**config.mk**
```make
export PLATFORM = sky130hd
export DESIGN_NAME = occupancy_updater_flat
export DESIGN_NICKNAME = d
export VERILOG_FILES = /design/src/rtl/occupancy_updater_pkg.sv /design/src/rtl/occupancy_updater_if.sv /design/src/rtl/occupancy_updater_saturate.sv /design/src/rtl/occupancy_updater.sv /design/src/flat_wrapper.sv
export SDC_FILE = /design/constraint.sdc
export NUM_CORES = 1
export LEC_CHECK = 0
export CORE_UTILIZATION = 53
export CTS_CLUSTER_SIZE = 16
export DETAILED_ROUTE_END_ITERATION = 6
export HOLD_SLACK_MARGIN = 0.08
export PLACE_DENSITY = 0.94
export SYNTH_ARGS = -nofsm -noshare
export SYNTH_HDL_FRONTEND = slang
export SYNTH_SLANG_ARGS = --single-unit
```
**constraint.sdc**
```tcl
create_clock -name clock -period 4 [get_ports clock]
set_clock_uncertainty 0.05 [all_clocks]
set_input_delay 0.8 -clock clock [delete_from_list [all_inputs] [get_ports clock]]
set_output_delay 0.8 -clock clock [all_outputs]
set_load 0.005 [all_outputs]
```
**src/rtl/occupancy_updater_pkg.sv**
```systemverilog
// occupancy_pkg: shared types and default increments for the occupancy-map updater
//   cell_t          signed log-odds cell value
//   updater_state_t IDLE accepts updates, CLEAR zeroes the map
package occupancy_pkg;
  localparam int CELL_BITS_DEFAULT = 8;
  localparam int OCC_INC_DEFAULT = 4;
  localparam int FREE_DEC_DEFAULT = 1;
  typedef logic signed [CELL_BITS_DEFAULT-1:0] cell_t;
  typedef enum logic {IDLE, CLEAR} updater_state_t;
endpackage

```
**src/rtl/occupancy_updater_if.sv**
```systemverilog
// occupancy_updater_if: update stream from the ray tracer plus the map RAM ports
//   write_enable/cell_is_free/cell_x/cell_y  per-cell update stream
//   clear/busy/update_dropped                map clear request and status
//   mem_*                                    simple dual-port RAM, 1-cycle read
interface occupancy_updater_if import occupancy_pkg::*; #(
  parameter int X_BITS = 5,
  parameter int Y_BITS = 5,
  parameter int CELL_BITS = CELL_BITS_DEFAULT
);
  logic write_enable, cell_is_free, clear, busy, update_dropped, mem_we;
  logic [X_BITS-1:0] cell_x;
  logic [Y_BITS-1:0] cell_y;
  logic [X_BITS+Y_BITS-1:0] mem_raddr, mem_waddr;
  logic signed [CELL_BITS-1:0] mem_rdata, mem_wdata;
  modport master(
    output write_enable, cell_is_free, cell_x, cell_y, clear, mem_rdata,
    input busy, update_dropped, mem_raddr, mem_waddr, mem_wdata, mem_we
  );
  modport slave(
    input write_enable, cell_is_free, cell_x, cell_y, clear, mem_rdata,
    output busy, update_dropped, mem_raddr, mem_waddr, mem_wdata, mem_we
  );
endinterface

```
**src/rtl/occupancy_updater_saturate.sv**
```systemverilog
// occupancy_saturate: operand plus OCC_INC or minus FREE_DEC, clamped to the signed cell range
//   operand  current cell value
//   is_free  1 subtracts FREE_DEC, 0 adds OCC_INC
//   result   clamped updated value
module occupancy_saturate #(
  parameter int CELL_BITS = 8,
  parameter int OCC_INC = 4,
  parameter int FREE_DEC = 1
)(
  input  logic signed [CELL_BITS-1:0] operand,
  input  logic                        is_free,
  output logic signed [CELL_BITS-1:0] result
);
  localparam logic signed [CELL_BITS:0] MAX = {2'b00, {(CELL_BITS-1){1'b1}}};
  localparam logic signed [CELL_BITS:0] MIN = {2'b11, {(CELL_BITS-1){1'b0}}};
  localparam logic signed [CELL_BITS:0] INC = OCC_INC[CELL_BITS:0];
  localparam logic signed [CELL_BITS:0] DEC = FREE_DEC[CELL_BITS:0];
  logic signed [CELL_BITS:0] ext, sum;
  assign ext = {operand[CELL_BITS-1], operand};
  assign sum = is_free ? ext - DEC : ext + INC;
  assign result = sum > MAX ? MAX[CELL_BITS-1:0] : sum < MIN ? MIN[CELL_BITS-1:0] : sum[CELL_BITS-1:0];
endmodule

```
**src/rtl/occupancy_updater.sv**
```systemverilog
// occupancy_updater: read-modify-write of occupancy log-odds cells, with map clear
//   clock  rising-edge clock
//   reset  asynchronous active-low reset
//   bus    update stream, status and map RAM ports (slave side)
module occupancy_updater import occupancy_pkg::*; #(
  parameter int X_BITS = 5,
  parameter int Y_BITS = 5,
  parameter int CELL_BITS = CELL_BITS_DEFAULT,
  parameter int OCC_INC = OCC_INC_DEFAULT,
  parameter int FREE_DEC = FREE_DEC_DEFAULT
)(
  input logic clock,
  input logic reset,
  occupancy_updater_if.slave bus
);
  localparam int ADDR_BITS = X_BITS + Y_BITS;
  updater_state_t state, state_next;
  logic s1_valid, s1_free, s1_fwd, clear_go, accept, dropped;
  logic [ADDR_BITS-1:0] s1_addr, count, addr;
  logic signed [CELL_BITS-1:0] s1_fwd_data, operand, result;
  assign addr = {bus.cell_y, bus.cell_x};
  assign bus.mem_raddr = addr;
  assign bus.busy = state == CLEAR || s1_valid;
  assign clear_go = state == IDLE && bus.clear && !bus.busy;
  assign accept = state == IDLE && bus.write_enable && !clear_go;
  // RAM returns old data on read-during-write, so a back-to-back hit uses the value being written
  assign operand = s1_fwd ? s1_fwd_data : bus.mem_rdata;
  assign bus.mem_we = bus.busy;
  assign bus.mem_waddr = state == CLEAR ? count : s1_addr;
  assign bus.mem_wdata = s1_valid ? result : '0;
  assign bus.update_dropped = dropped;
  occupancy_saturate #(.CELL_BITS(CELL_BITS), .OCC_INC(OCC_INC), .FREE_DEC(FREE_DEC)) u_sat (
    .operand(operand),
    .is_free(s1_free),
    .result(result)
  );
  always_comb begin
    state_next = state;
    state_next = clear_go ? CLEAR : (state == CLEAR && count == '1) ? IDLE : state;
  end
  always_ff @(posedge clock or negedge reset) begin
    if (!reset) begin
      state <= IDLE;
      count <= '0;
      s1_valid <= 1'b0;
      s1_free <= 1'b0;
      s1_fwd <= 1'b0;
      s1_addr <= '0;
      s1_fwd_data <= '0;
      dropped <= 1'b0;
    end else begin
      state <= state_next;
      count <= state == CLEAR ? count + 1'b1 : '0;
      s1_valid <= accept;
      s1_fwd <= accept && s1_valid && s1_addr == addr;
      if (accept) begin
        s1_addr <= addr;
        s1_free <= bus.cell_is_free;
        s1_fwd_data <= result;
      end
      dropped <= dropped | (bus.write_enable && (state == CLEAR || clear_go));
    end
  end
endmodule

```
**src/flat_wrapper.sv**
```systemverilog
// flat-port wrapper written by rule: the top's interface ports become plain ports
module occupancy_updater_flat import occupancy_pkg::*;
#(
  parameter int X_BITS = 5,
  parameter int Y_BITS = 5,
  parameter int CELL_BITS = CELL_BITS_DEFAULT,
  parameter int OCC_INC = OCC_INC_DEFAULT,
  parameter int FREE_DEC = FREE_DEC_DEFAULT
)
  (clock, reset, bus_write_enable, bus_cell_is_free, bus_cell_x, bus_cell_y, bus_clear, bus_mem_rdata, bus_busy, bus_update_dropped, bus_mem_raddr, bus_mem_waddr, bus_mem_wdata, bus_mem_we);
  occupancy_updater_if #(.X_BITS(X_BITS), .Y_BITS(Y_BITS), .CELL_BITS(CELL_BITS)) bus_i ();
  input logic clock;
  input logic reset;
  input wire logic [$bits(bus_i.write_enable)-1:0] bus_write_enable;
  input wire logic [$bits(bus_i.cell_is_free)-1:0] bus_cell_is_free;
  input wire logic [$bits(bus_i.cell_x)-1:0] bus_cell_x;
  input wire logic [$bits(bus_i.cell_y)-1:0] bus_cell_y;
  input wire logic [$bits(bus_i.clear)-1:0] bus_clear;
  input wire logic [$bits(bus_i.mem_rdata)-1:0] bus_mem_rdata;
  output wire logic [$bits(bus_i.busy)-1:0] bus_busy;
  output wire logic [$bits(bus_i.update_dropped)-1:0] bus_update_dropped;
  output wire logic [$bits(bus_i.mem_raddr)-1:0] bus_mem_raddr;
  output wire logic [$bits(bus_i.mem_waddr)-1:0] bus_mem_waddr;
  output wire logic [$bits(bus_i.mem_wdata)-1:0] bus_mem_wdata;
  output wire logic [$bits(bus_i.mem_we)-1:0] bus_mem_we;
  assign bus_i.write_enable = bus_write_enable;
  assign bus_i.cell_is_free = bus_cell_is_free;
  assign bus_i.cell_x = bus_cell_x;
  assign bus_i.cell_y = bus_cell_y;
  assign bus_i.clear = bus_clear;
  assign bus_i.mem_rdata = bus_mem_rdata;
  assign bus_busy = bus_i.busy;
  assign bus_update_dropped = bus_i.update_dropped;
  assign bus_mem_raddr = bus_i.mem_raddr;
  assign bus_mem_waddr = bus_i.mem_waddr;
  assign bus_mem_wdata = bus_i.mem_wdata;
  assign bus_mem_we = bus_i.mem_we;
  occupancy_updater #(.X_BITS(X_BITS), .Y_BITS(Y_BITS), .CELL_BITS(CELL_BITS), .OCC_INC(OCC_INC), .FREE_DEC(FREE_DEC)) u_core (.clock(clock), .reset(reset), .bus(bus_i));
endmodule
```
# After elaboration in Yosys (flattened, before gate mapping)
# Cells that the tools add are included.
[totals]
reg_bits = 33
inputBits = 23
output_inout_bits = 31
wordCells = 39
[classes]
addsub = 3
n_lt_le_gt_ge = 2
n_eq_ne = 2
n_mux = 9
bitwise_logic = 2
reduce_logical = 13
[ops]
columns = ["op", "n"]
rows = [
  ["8-bit 2-to-1 mux", 4],
  ["10-bit 2-to-1 mux", 2],
  ["10-bit by 1-bit adder with 10-bit output, second input constant", 1],
  ["10-bit == test", 1],
  ["10-bit == test, second input constant", 1],
  ["8-bit by 4-bit adder with 9-bit output, second input constant", 1],
  ["9-bit by 8-bit > comparator with 1-bit output, second input constant", 1],
  ["9-bit by 8-bit < comparator with 1-bit output, second input constant", 1],
  ["9-bit 2-to-1 mux", 1],
  ["8-bit by 2-bit subtractor with 9-bit output, second input constant", 1],
  ["1-bit logical AND", 8],
  ["1-bit logical NOT", 2],
  ["1-bit logical OR", 2],
  ["1-bit 2-to-1 mux", 2],
  ["2-bit nonzero test", 1],
  ["1-bit inverter", 1],
  ["1-bit bitwise OR", 1],
]

# Longest topological paths before layout
[depth]
ltp_word = 7
mapped_depth = 11
depth_no_buf = 9

# Modules after synthesis
# A second synthesis with hierarchy kept.
[hier_totals]
hier_cells = 213
hier_area_um2 = 2182.1
[modules_own_cells]
columns = ["mod", "instances", "cells_each", "area_per_inst_um2"]
rows = [
  ["occupancy_updater", 1, 157, 1771.7],
  ["occupancy_saturate", 1, 56, 410.4],
]

# Worst setup path after synthesis
# No wires, ideal clock.
[synth_path]
path_kind = "input-to-output"
from = "in bus_mem_rdata[2]"
to = "out bus_mem_wdata[1]"
arrival_time_ps = 2411
required_time_ps = 3150
slack_ps = 739
cell_stages = 9
n_path_buf = 0
cell_sequence = "mux2i_1 > inv_1 > ha_1 > inv_1 > nor4b_1 > nor2_1 > o21ai_0 > o21ai_0 > o21ai_0"
[synth_via]
elab_chain_len = 7
word_cells_on_any_way = 9
classes_between = "add/sub (2); order compare (2); mux (5)"
[synth_rtl]
columns = ["element", "line", "text"]
rows = [
  ["start: declaration", "flat_wrapper.sv:19", "input wire logic [$bits(bus_i.mem_rdata)-1:0] bus_mem_rdata;"],
  ["8-bit 2-to-1 mux *", "occupancy_updater.sv:27", "assign operand = s1_fwd ? s1_fwd_data : bus.mem_rdata;"],
  ["8-bit by 4-bit adder with 9-bit output or 8-bit by 2-bit subtractor with 9-bit output (tied branches)", "occupancy_updater_saturate.sv:20", "assign sum = is_free ? ext - DEC : ext + INC;"],
  ["9-bit 2-to-1 mux *", "occupancy_updater_saturate.sv:20", ""],
  ["9-bit by 8-bit < comparator with 1-bit output", "occupancy_updater_saturate.sv:21", "assign result = sum > MAX ? MAX[CELL_BITS-1:0] : sum < MIN ? MIN[CELL_BITS-1:0] : sum[CELL_BITS-1:0];"],
  ["8-bit 2-to-1 mux", "occupancy_updater_saturate.sv:21", ""],
  ["8-bit 2-to-1 mux *", "occupancy_updater_saturate.sv:21", ""],
  ["8-bit 2-to-1 mux *", "occupancy_updater.sv:30", "assign bus.mem_wdata = s1_valid ? result : '0;"],
  ["end: declaration", "flat_wrapper.sv:24", "output wire logic [$bits(bus_i.mem_wdata)-1:0] bus_mem_wdata;"],
]
# Mark *: on every way between the ends. The rest lies on a longest branch, timed or not.

# Worst setup path after layout
[layout_path]
from = "in bus_mem_rdata[1]"
to = "out bus_mem_wdata[2]"
# Same word-level chain as after synthesis.

==> reports/metrics.cfg <==
[outcome]
status = finished clean

[detailed_routing]
wl_per_cell_microns = 17.0
firstDrtPassIters = 4
postRouteAntennaNets = 0
vias_per_cell = 5.67
drc = 0
drt_iter0_markers = 126
via_count = 2018
wirelength_mm = 6.06

[sta]
period_needed_ns = 3.95
hold_viol_final = 0
holdWs_ns = 0.433
fmax_ghz = 0.253
finalCritPeriodShare_pct = 98.8
tightestPinTransition_ns = 0.694
relSlewSlack_pct = 53.8
drv_slew = 0
finalSetupViolations = 0

[synth]
synth_cells = 237
syn_area_sq_mm = 0.00220
avgSynthCellArea_sq_um = 9.28
yosysSeqAreaShare_pct = 37.5
synth.yosys.warnings = 0
synth_ff_type = dfrtp_1
async_flop_share_pct = 100
synth-edff-count = 0
synth.distinct_cells = 44
syn_nets = 265
synth-seq-cells = 33

[setup_path]
crit_required_ns = 3.15
path_max_fanout = 5
end_kind = primary output
cp_slowest_cell = clkdlybuf4s50_1
crit_path_start_kind = input pin
crit_path_frequent_cell = clkdlybuf4s50_1
path_cells = clkdlybuf4s50_1 > mux2_2 > inv_1 > ha_1 > nor2b_4 > o41ai_4 > buf_4 > nand2_1 > nand3_4 > o21ai_2 > clkdlybuf4s50_1
path_class = in2out
cp.arrival_ns = 3.10
slowest_delay_ns = 0.44

[global_route]
grt.overflow.total = 0
grt_max_degree = 34
grt_pass1_wl_mm = 9.69
grt_pass1_vias = 2008
track_usage_pct = 30.4
antenna_found_initial = 0

[clock_network]
cts_tree = built
cts_buffers = 5
cts-root-buf = clkbuf_8
clockBufferDepth = 2
h-tree-depth = 2
clkSlewWorstSetupHoldPaths_ns = 0.07
cts_sinks = 33
clk_latency_ns = 0.29

[layout]
drive_gt1_share_pct = 25.8
final_cell_mix = clkdlybuf4s50_1, nand2_1, dfrtp_1
final_common_cell = clkdlybuf4s50_1
nets = 333
synthToLayoutAreaGrowth_pct = 39.5
antenna_cells = 0
final_cell_area_sq_mm = 0.00307
fill_cells = 268

[floorplan]
initial_core_util_pct = 55.0
ios = 54
rows = 23
coreArea_sq_mm = 0.00400
die_area_sq_mm = 0.00441
die_width_microns = 66.4
die_h_microns = 66.4

[run]
max_cap_viol_count = 0

[placement]
gp_congestion = 0.948
placed_area_sq_mm = 0.00282
io_buffer_count = 53
hpwlAfterDp_mm = 4.20

[power]
p_per_area_mw_per_mm2 = 369
irDropWorstVdd_mv = 0.313
leakage_nw = 1.37

[hold_path]
hp-class = reg2reg

-- worst max-delay path: cells and delay by family --
family                     cells  cell delay [ns]
muxes                          1             0.28
adders and majority gates      1             0.22
and+or+nand+nor                3             0.33
AOI/OAI and AO/OA              2             0.36
buffers and inverters          4             1.11
-- flip-flops by register name (all words and copies together), names as in the netlist --
signal                     cells
u_core.s1_fwd                  1
u_core.count                  10
u_core.bus.update_dropped      1
u_core.s1_fwd_data             8
u_core.s1_valid                1
u_core.s1_free                 1
u_core.s1_addr                10
u_core.state                   1
-- kinds of logic (layout without fill, tap and decap cells) --
logic type                 Yosys count  count (layout)  share of synthesized area, %
AOI/OAI and AO/OA                   34              34                          10.6
DFF                                 33              33                          37.5
xor gates and xnor gates            24              24                          9.56
muxes                               20              20                          10.1
buffers and inverters               27              96                          8.36
and+or+nand+nor                     94              94                          21.0
adders and majority gates            5               5                          2.84
-- Yosys cell counts (2+ instances only) --
cell / count / area [sq um]
a21oi_1: 4 / 20.0
clkbuf_1: 4 / 15.0
mux2i_1: 5 / 50.1
xnor2_1: 18 / 158
o211ai_1: 2 / 15.0
nor2_1: 10 / 37.5
nand4_1: 2 / 12.5
and2_1: 9 / 56.3
nor3_1: 3 / 15.0
nand3_1: 9 / 45.0
mux2_2: 14 / 158
and3_1: 3 / 18.8
o221a_2: 3 / 33.8
nor4_1: 3 / 18.8
o21ai_0: 14 / 70.1
nor4b_1: 2 / 17.5
clkbuf_8: 3 / 41.3
xor2_1: 6 / 52.6
nand2_1: 43 / 161
dfrtp_1: 33 / 826
nor2b_1: 3 / 18.8
inv_1: 7 / 26.3
ha_1: 5 / 62.6
buf_4: 12 / 90.1
-- per-layer routing --
layer | GRT usage (%) | part of all wire [%] | up-vias
met5 | 0 | 0 | -
met4 | 14.6 | 4.1 | 0
met3 | 5.86 | 5.6 | 26
met2 | 54.0 | 51 | 89
met1 | 34.7 | 39 | 960
li1 | - | - | 943
-- final timing paths --
path / start / end / slack, ns / cells after the start
max: bus_mem_rdata[1] / bus_mem_wdata[2] / 0.05 / 11
min: u_core.bus.update_dropped / u_core.bus.update_dropped / 0.43 / 1
max reg2reg: u_core.s1_fwd / u_core.s1_fwd_data[3] / 1.16 / 10
min reg2reg: u_core.bus.update_dropped / u_core.bus.update_dropped / 0.43 / 1
max in group asynchronous: reset / u_core.s1_fwd / 2.72 / 2
min in group asynchronous: reset / u_core.count[1] / 0.86 / 2
-- through the flow --
step	setup WS (ns)	std cells	util, %	total power, mW	TNS [ns]
floorplan	0.739	237	-	0.674	0
global placement	-0.205	344	70.4	0.835	-1.41
detailed placement	-0.349	344	70.4	0.858	-2.18
CTS	-0.00820	354	75.1	1.13	-0.00820
global route	-0.0000544	356	76.7	1.19	-0.0000544
finish	0.0478	356	76.7	1.13	0
-- final cells by class --
type                       count  area (sq um)  share of cell area, %
clock buffer                   5          68.8                   2.24
tap                           50          62.6                   2.04
clock inverter                 3          17.5                  0.571
multi-input combinational    177          1330                   43.2
timing repair buffer          81           741                   24.1
inverter                       7          26.3                  0.856
sequential                    33           827                   26.9
-- where the power goes --
part	switching, mW	internal (mW)	leakage [nW]
Sequential	0.0944	0.407	0.400
Combinational	0.151	0.229	0.921
Clock	0.129	0.120	0.0439
Total	0.375	0.756	1.37
-- what timing repair did --
item,4_1_cts,5_1_grt
pin swaps,4,2
setup buffers,2,2
resized for setup,29,11
hold buffers,0,0
endpoints found under the setup margin,8,8
(Power assumes the default switching activity.)
